**src/rtl/gpr_multiport.sv**
```systemverilog
// Multi-port general-purpose register file: DEPTH x DW storage, NR registered read ports, NW write ports.
// Optional write-through read bypass is enabled by defining GPR_BYPASS_EN; the default build reads pre-write contents.
module gpr_multiport #(
  parameter int DW       = 32,
  parameter int DEPTH    = 32,
  parameter int AW       = $clog2(DEPTH),
  parameter int NR       = 2,
  parameter int NW       = 1,
  parameter int ZERO_REG = 1
) (
  input  logic              clk,
  input  logic              rstn,
  input  logic [NR-1:0]     ren,
  input  logic [NR*AW-1:0]  raddr,
  output logic [NR*DW-1:0]  rdata,
  input  logic [NW-1:0]     we,
  input  logic [NW*AW-1:0]  waddr,
  input  logic [NW*DW-1:0]  wdata
);

  localparam logic [AW:0] DEPTH_L = (AW+1)'(DEPTH);

  function automatic logic in_range(input logic [AW-1:0] a);
    return ({1'b0, a} < DEPTH_L);
  endfunction

  function automatic logic is_zero_reg(input logic [AW-1:0] a);
    return (ZERO_REG != 0) && (a == {AW{1'b0}});
  endfunction

  logic [DW-1:0]    mem_r [DEPTH];
  logic [NW-1:0]    wr_ok_s;
  logic [NR*DW-1:0] rd_next_s;
  logic [NR*DW-1:0] rdata_r;

  // Qualify each write port: enabled, in range and not aimed at a hardwired zero entry.
  always_comb begin
    wr_ok_s = {NW{1'b0}};
    for (int j = 0; j < NW; j++) begin
      wr_ok_s[j] = we[j] && in_range(waddr[j*AW +: AW]) && !is_zero_reg(waddr[j*AW +: AW]);
    end
  end

  // Next read data per port: hold, force to zero, or load storage (optionally bypassed from a write).
  always_comb begin
    rd_next_s = rdata_r;
    for (int i = 0; i < NR; i++) begin
      if (!ren[i]) begin
        rd_next_s[i*DW +: DW] = rdata_r[i*DW +: DW];
      end else if (!in_range(raddr[i*AW +: AW]) || is_zero_reg(raddr[i*AW +: AW])) begin
        rd_next_s[i*DW +: DW] = {DW{1'b0}};
      end else begin
        rd_next_s[i*DW +: DW] = mem_r[raddr[i*AW +: AW]];
`ifdef GPR_BYPASS_EN
        // Ascending scan so the highest-index matching write port wins, same as storage.
        for (int j = 0; j < NW; j++) begin
          if (wr_ok_s[j] && (waddr[j*AW +: AW] == raddr[i*AW +: AW])) begin
            rd_next_s[i*DW +: DW] = wdata[j*DW +: DW];
          end else begin
            rd_next_s[i*DW +: DW] = rd_next_s[i*DW +: DW];
          end
        end
`endif
      end
    end
  end

  // Storage update; later loop iterations override earlier ones, giving highest-index priority.
  always_ff @(posedge clk or negedge rstn) begin
    if (!rstn) begin
      for (int e = 0; e < DEPTH; e++) begin
        mem_r[e] <= {DW{1'b0}};
      end
    end else begin
      for (int j = 0; j < NW; j++) begin
        if (wr_ok_s[j]) begin
          mem_r[waddr[j*AW +: AW]] <= wdata[j*DW +: DW];
        end
      end
    end
  end

  // Registered read data.
  always_ff @(posedge clk or negedge rstn) begin
    if (!rstn) begin
      rdata_r <= {(NR*DW){1'b0}};
    end else begin
      rdata_r <= rd_next_s;
    end
  end

  assign rdata = rdata_r;

endmodule

```
**config.mk**
```make
export PLATFORM = sky130hd
export DESIGN_NAME = gpr_multiport
export DESIGN_NICKNAME = d
export VERILOG_FILES = /design/src/rtl/gpr_multiport.sv
export SDC_FILE = /design/constraint.sdc
export NUM_CORES = 2
export LEC_CHECK = 0
export BUFFER_PORTS_ARGS = -buffer_cell sky130_fd_sc_hd__buf_2
export CAP_MARGIN = 10
export CORE_MARGIN = 3
export CORE_UTILIZATION = 45
export DETAILED_ROUTE_END_ITERATION = 10
export MAX_ROUTING_LAYER = met4
export PLACE_DENSITY = 0.68
export SYNTH_ARGS = -nofsm -noshare
export SYNTH_HDL_FRONTEND = slang
export SYNTH_SLANG_ARGS = --single-unit
```
**constraint.sdc**
```tcl
create_clock -name clk -period 1.71 [get_ports clk]
set_input_delay 0.2565 -clock clk [delete_from_list [all_inputs] [get_ports clk]]
set_output_delay 0.2565 -clock clk [all_outputs]
set_load 0.005 [all_outputs]
```
Word level (Yosys, flattened, before mapping)
Cells that the tools add are included.
- flip-flop bits (word level): 1088
- bits of input ports: 52
- output and inout bits: 64
- logic and storage cells: 58
- $lt $le $gt $ge: 4
- muxes and demuxes: 11
- bitwise logic cells: 3
- reduce and logical (&&, ||, !) cells: 6
- operators with widths (operator ; number):
    $bwmux 1024 ; 1
    $bmux 32 s5 ; 2
    $mux 32 ; 7
    $demux 32 s5 ; 1
    $ge 6x6->1 const B ; 3
    $not 5->6 ; 3
    $logic_not 5->1 ; 3
    $lt 6x1->1 const B ; 1
    $logic_and 1x1->1 ; 2
    $logic_not 1->1 ; 1

Longest topological paths before layout
- depth after elaboration: 6
- depth in mapped cells: 9
- depth with buffers taken out: 4

Least setup slack after synthesis
OpenSTA, ideal clock, no wires.
- path type: input port to flip-flop
- from: in raddr[0]
- to: reg rdata_r[10], in the netlist rdata[10]
- setup time: 0.138 ns
- arrival: 1.935 ns
- required time: 1.572 ns
- setup slack: -0.363 ns
- stages: 6
- path buffers: 2
- cells stage by stage: buf_2 > buf_2 > mux4_2 > mux2_2 > a2111oi_0 > a21oi_1
- word-level cells in the longest chain between the ends: 5
- elaborated cells on any way between the ends: 6
- ends and longest elaborated chain (element ; line ; RTL):
    start, declared ; 14 ; input logic [NR*AW-1:0] raddr,
    $not 5->6 (not written as such) ; 53 ; rd_next_s[i*DW +: DW] = mem_r[raddr[i*AW +: AW]];
    $bmux 32 s5 ; 53 ;
    $mux 32 (not written as such) (2 in series) ; 53 ;
    $mux 32 (*) ; 50 ; end else if (!in_range(raddr[i*AW +: AW]) || is_zero_reg(raddr[i*AW +: AW])) begin
    end signal, assigned ; 86 ; rdata_r <= {(NR*DW){1'b0}};
    end signal, assigned ; 88 ; rdata_r <= rd_next_s;
    end, declared ; 34 ; logic [NR*DW-1:0] rdata_r;
Mark *: on every way between the ends. The rest lies on a longest branch, timed or not. The select of a mux whose other input is x is not followed.
A chain may end at the register's enable or synchronous reset.

Worst setup path after layout
- from: reg mem_r[831] (netlist bit)
- to: reg rdata_r[31], in the netlist rdata[31]
- word-level cells in the longest chain between the ends: 4
- ends and longest elaborated chain (element ; line ; RTL):
    start, declared ; 31 ; logic [DW-1:0] mem_r [DEPTH];
    start signal, assigned by index ; 72 ; mem_r[e] <= {DW{1'b0}};
    start signal, assigned by index ; 77 ; mem_r[waddr[j*AW +: AW]] <= wdata[j*DW +: DW];
    $bmux 32 s5 ; 53 ;
    $mux 32 (not written as such) (2 in series) ; 53 ;
    $mux 32 ; 50 ;
Every way passes these cells. The select of a mux whose other input is x is not followed.

==> metrics.cfg <==
[run_status]
status=finished, final reports clean

[floorplan]
die_y_um=361
die_area_mm2=0.130
ioPinCount=116
core_mm2=0.124
rows=129
start_util_pct=45.6
dieWidth_um=361

[worst_setup_path]
path_max_fanout=3
cp_cell_sequence=mux4_2 -> mux2_4 -> a2111oi_4 -> a21oi_1
critPathKind=flip-flop to flip-flop
timing.rr.end=rdata[31]
reg2regPathDepth=4
critPathRequiredTime_ns=2.31
rrSetupSlack_ns=0.01
r2r_start=mem_r[831]
crit_slowest_cell=mux4_2
end_kind=flip-flop
crit_arrival_ns=2.30
crit_path_start_kind=flip-flop
slowest_delay_ns=0.51

[sta]
drv_slew=0
setup_tns_ns=0
slew_headroom_pct=42.0
hold_viol_final=0
rsz0062_at_grt=true
worstMarginPinSlew_ns=0.870
min_period_ns=1.70
fin_skew_ns=0.0169
holdWs_ns=0.109
max_freq_mhz=589
timing.final.crit_share_pct=99.4
setup_violations=0

[route]
drc=0
vias=38100
first_iter_violations=3539
first_pass_iters=5
routedWlPerCell_um=29.6
vias_per_cell=6.37
ant_nets=0
wl_um=177000

[synthesis]
async_reset_ff_share_pct=100
ys_types=37
syn_area_mm2=0.0566
synth_seq_cells=1088
synth_flop_cell=dfrtp_1
syn-num-nets=4054
netlist_instances=4002
yosys_warnings=0
yosysSeqAreaShare_pct=48.1
synth_edf_count=0
synth_area_leaders=dfrtp_1 48%, mux2_1 20%, mux4_2 13%
avgSynthCellArea_um2=14.1
synth.top_cell.area_share_pct=48.1
yosysTopAreaCell=dfrtp_1

[global_route]
grt_pass1_wl_um=266000
first_global_vias=39000
antenna_found_initial=13
grt_usage_pct=28.1
grt_start_max_net_pins=101
grt-ovfl-total=0

[min_path]
hold_end=rdata[52]
holdPathStages=4
min_from=ren[1]
hold_class=input pin to flip-flop

[power_and_ir_drop]
cellPowerDensity_mw_per_mm2=1080
sw_frac_of_total_pct=27.5
switchingPower_mw=20.3
pwr-share-seq_pct=46.2
pwr-share-clk_pct=34.4
p_total_mw=73.7
comb_power_share_pct=19.4
power_leakage_nw=30.6
intPower_mw=53.5
ir_worst_vdd_uv=837

[clock_tree]
clockBufferDepth=3
clkTransAtPathRegs_ns=0.06
insertion_delay_ns=0.73
cts_sinks=1088
cts-root-buf=clkbuf_16
htree_levels=3
cts_tree=built
cts_buffers=113

[final_layout]
utilization_pct=54.8
nets=4283
fillers=9980
drive_above_1_share_pct=28.8
area_growth_pct=20.4

[job]
maxCapViolCount=0

[placement]
numPortBuffers=115
dp.final_hpwl_um=121000
routabilityCongestion=0.870

-- synthesized netlist by cell type (51+ instances only) --
| library cell | count |
|---|---|
| a2111oi_0 | 66 |
| a21oi_1 | 62 |
| a22o_1 | 60 |
| buf_1 | 51 |
| buf_2 | 68 |
| clkbuf_1 | 286 |
| dfrtp_1 | 1088 |
| mux2_1 | 986 |
| mux2_2 | 70 |
| mux2i_1 | 378 |
| mux4_2 | 324 |
| nand2b_1 | 66 |
| nor2_1 | 144 |
| o211ai_1 | 62 |
| o22ai_1 | 124 |
| or4_1 | 64 |
-- cell usage in the layout, fill, tap and decap left out, types with 25 or more instances in the layout --
cell and n:
nand2b_1 66, mux2i_1 378, clkbuf_1 25, o22ai_1 124, nor2_1 128, a22o_1 60, buf_4 268, clkinv_2 27
buf_2 106, buf_12 168, mux2_4 46, clkbuf_16 114, or4_1 64, a2111oi_4 56, mux2_1 986, mux4_2 324
o211ai_1 62, dfrtp_1 1083, a21oi_1 62
-- layout make-up --
| cell class | instances | area, um2 | share of cell area (%) |
|---|---|---|---|
| clock inverter | 49 | 534 | 0.784 |
| timing repair buffer | 551 | 6020 | 8.84 |
| inverter | 2 | 7.51 | 0.0110 |
| sequential | 1088 | 27200 | 40.0 |
| clock buffer | 163 | 3280 | 4.81 |
| tap | 1637 | 2050 | 3.01 |
| multi-input combinational | 2475 | 29000 | 42.5 |
| antenna | 12 | 30.0 | 0.0441 |
-- per-stage QoR --
| step | setup WS, ns | cells | area, um2 |
|---|---|---|---|
| 3_5_place_dp | -0.588 | 5749 | 64100 |
| 5_1_grt | -0.0271 | 5977 | 68100 |
| 2_1_floorplan | -0.141 | 4002 | 57900 |
| 3_3_place_gp | -0.528 | 5749 | 64100 |
| 4_1_cts | 0.00378 | 5964 | 67900 |
| 6_report | 0.0110 | 5977 | 68100 |
-- timing repair --
item,CTS,global route
gates resized for setup,6,15
endpoints found under the hold margin,994,0
endpoints found under the setup margin,6,16
hold buffers,3,0
buffers inserted,0,1
cloned,0,0
-- worst max-delay path by stage --
stage / start / to / slack (ns) / cells after the start
after floorplan: raddr[0] / rdata[21] / -0.14 / 7
after global placement: raddr[5] / rdata[33] / -0.53 / 6
after detailed placement: raddr[5] / rdata[46] / -0.59 / 7
after CTS: rdata[11] / rdata[11] / 0.004 / 1
after global routing: mem_r[804] / rdata[36] / -0.03 / 4
final: mem_r[831] / rdata[31] / 0.01 / 4
-- worst max-delay path, delay by kind of cell (launching register included) --
family | cells | cell delay (ns)
compound gates | 2 | 0.36
mux | 2 | 0.81
flops | 1 | 0.41
-- power groups by stage --
stage	clock [mW]	combinational, mW	sequential, mW
final	25.3	14.3	34.1
after global routing	26.8	15.4	34.7
after CTS	25.7	14.3	34.0
after detailed placement	0	14.2	34.5
after global placement	0	13.8	34.1
after floorplan	0	10.3	33.2
-- sequential cells by signal (all words and copies together) (netlist names) --
register,cells
mem_r,1024
rdata,64
-- logic make-up after synthesis --
kind of cell,count (synthesis),share of synthesized area [%]
and+or+nand+nor,335,3.18
DFF,1088,48.1
buffers and inverters,439,3.35
AOI/OAI and AO/OA,382,4.80
muxes,1758,40.6
-- metal layers --
| metal | up-vias | GRT usage (%) | routed length (um) |
|---|---|---|---|
| li1 | 15800 | - | - |
| met1 | 20500 | 38.1 | 75400 |
| met2 | 1430 | 43.1 | 82500 |
| met3 | 361 | 4.88 | 13000 |
| met4 | 0 | 9.41 | 6050 |
| met5 | - | - | 0 |
Note: power is estimated with default switching activity, not from simulation.
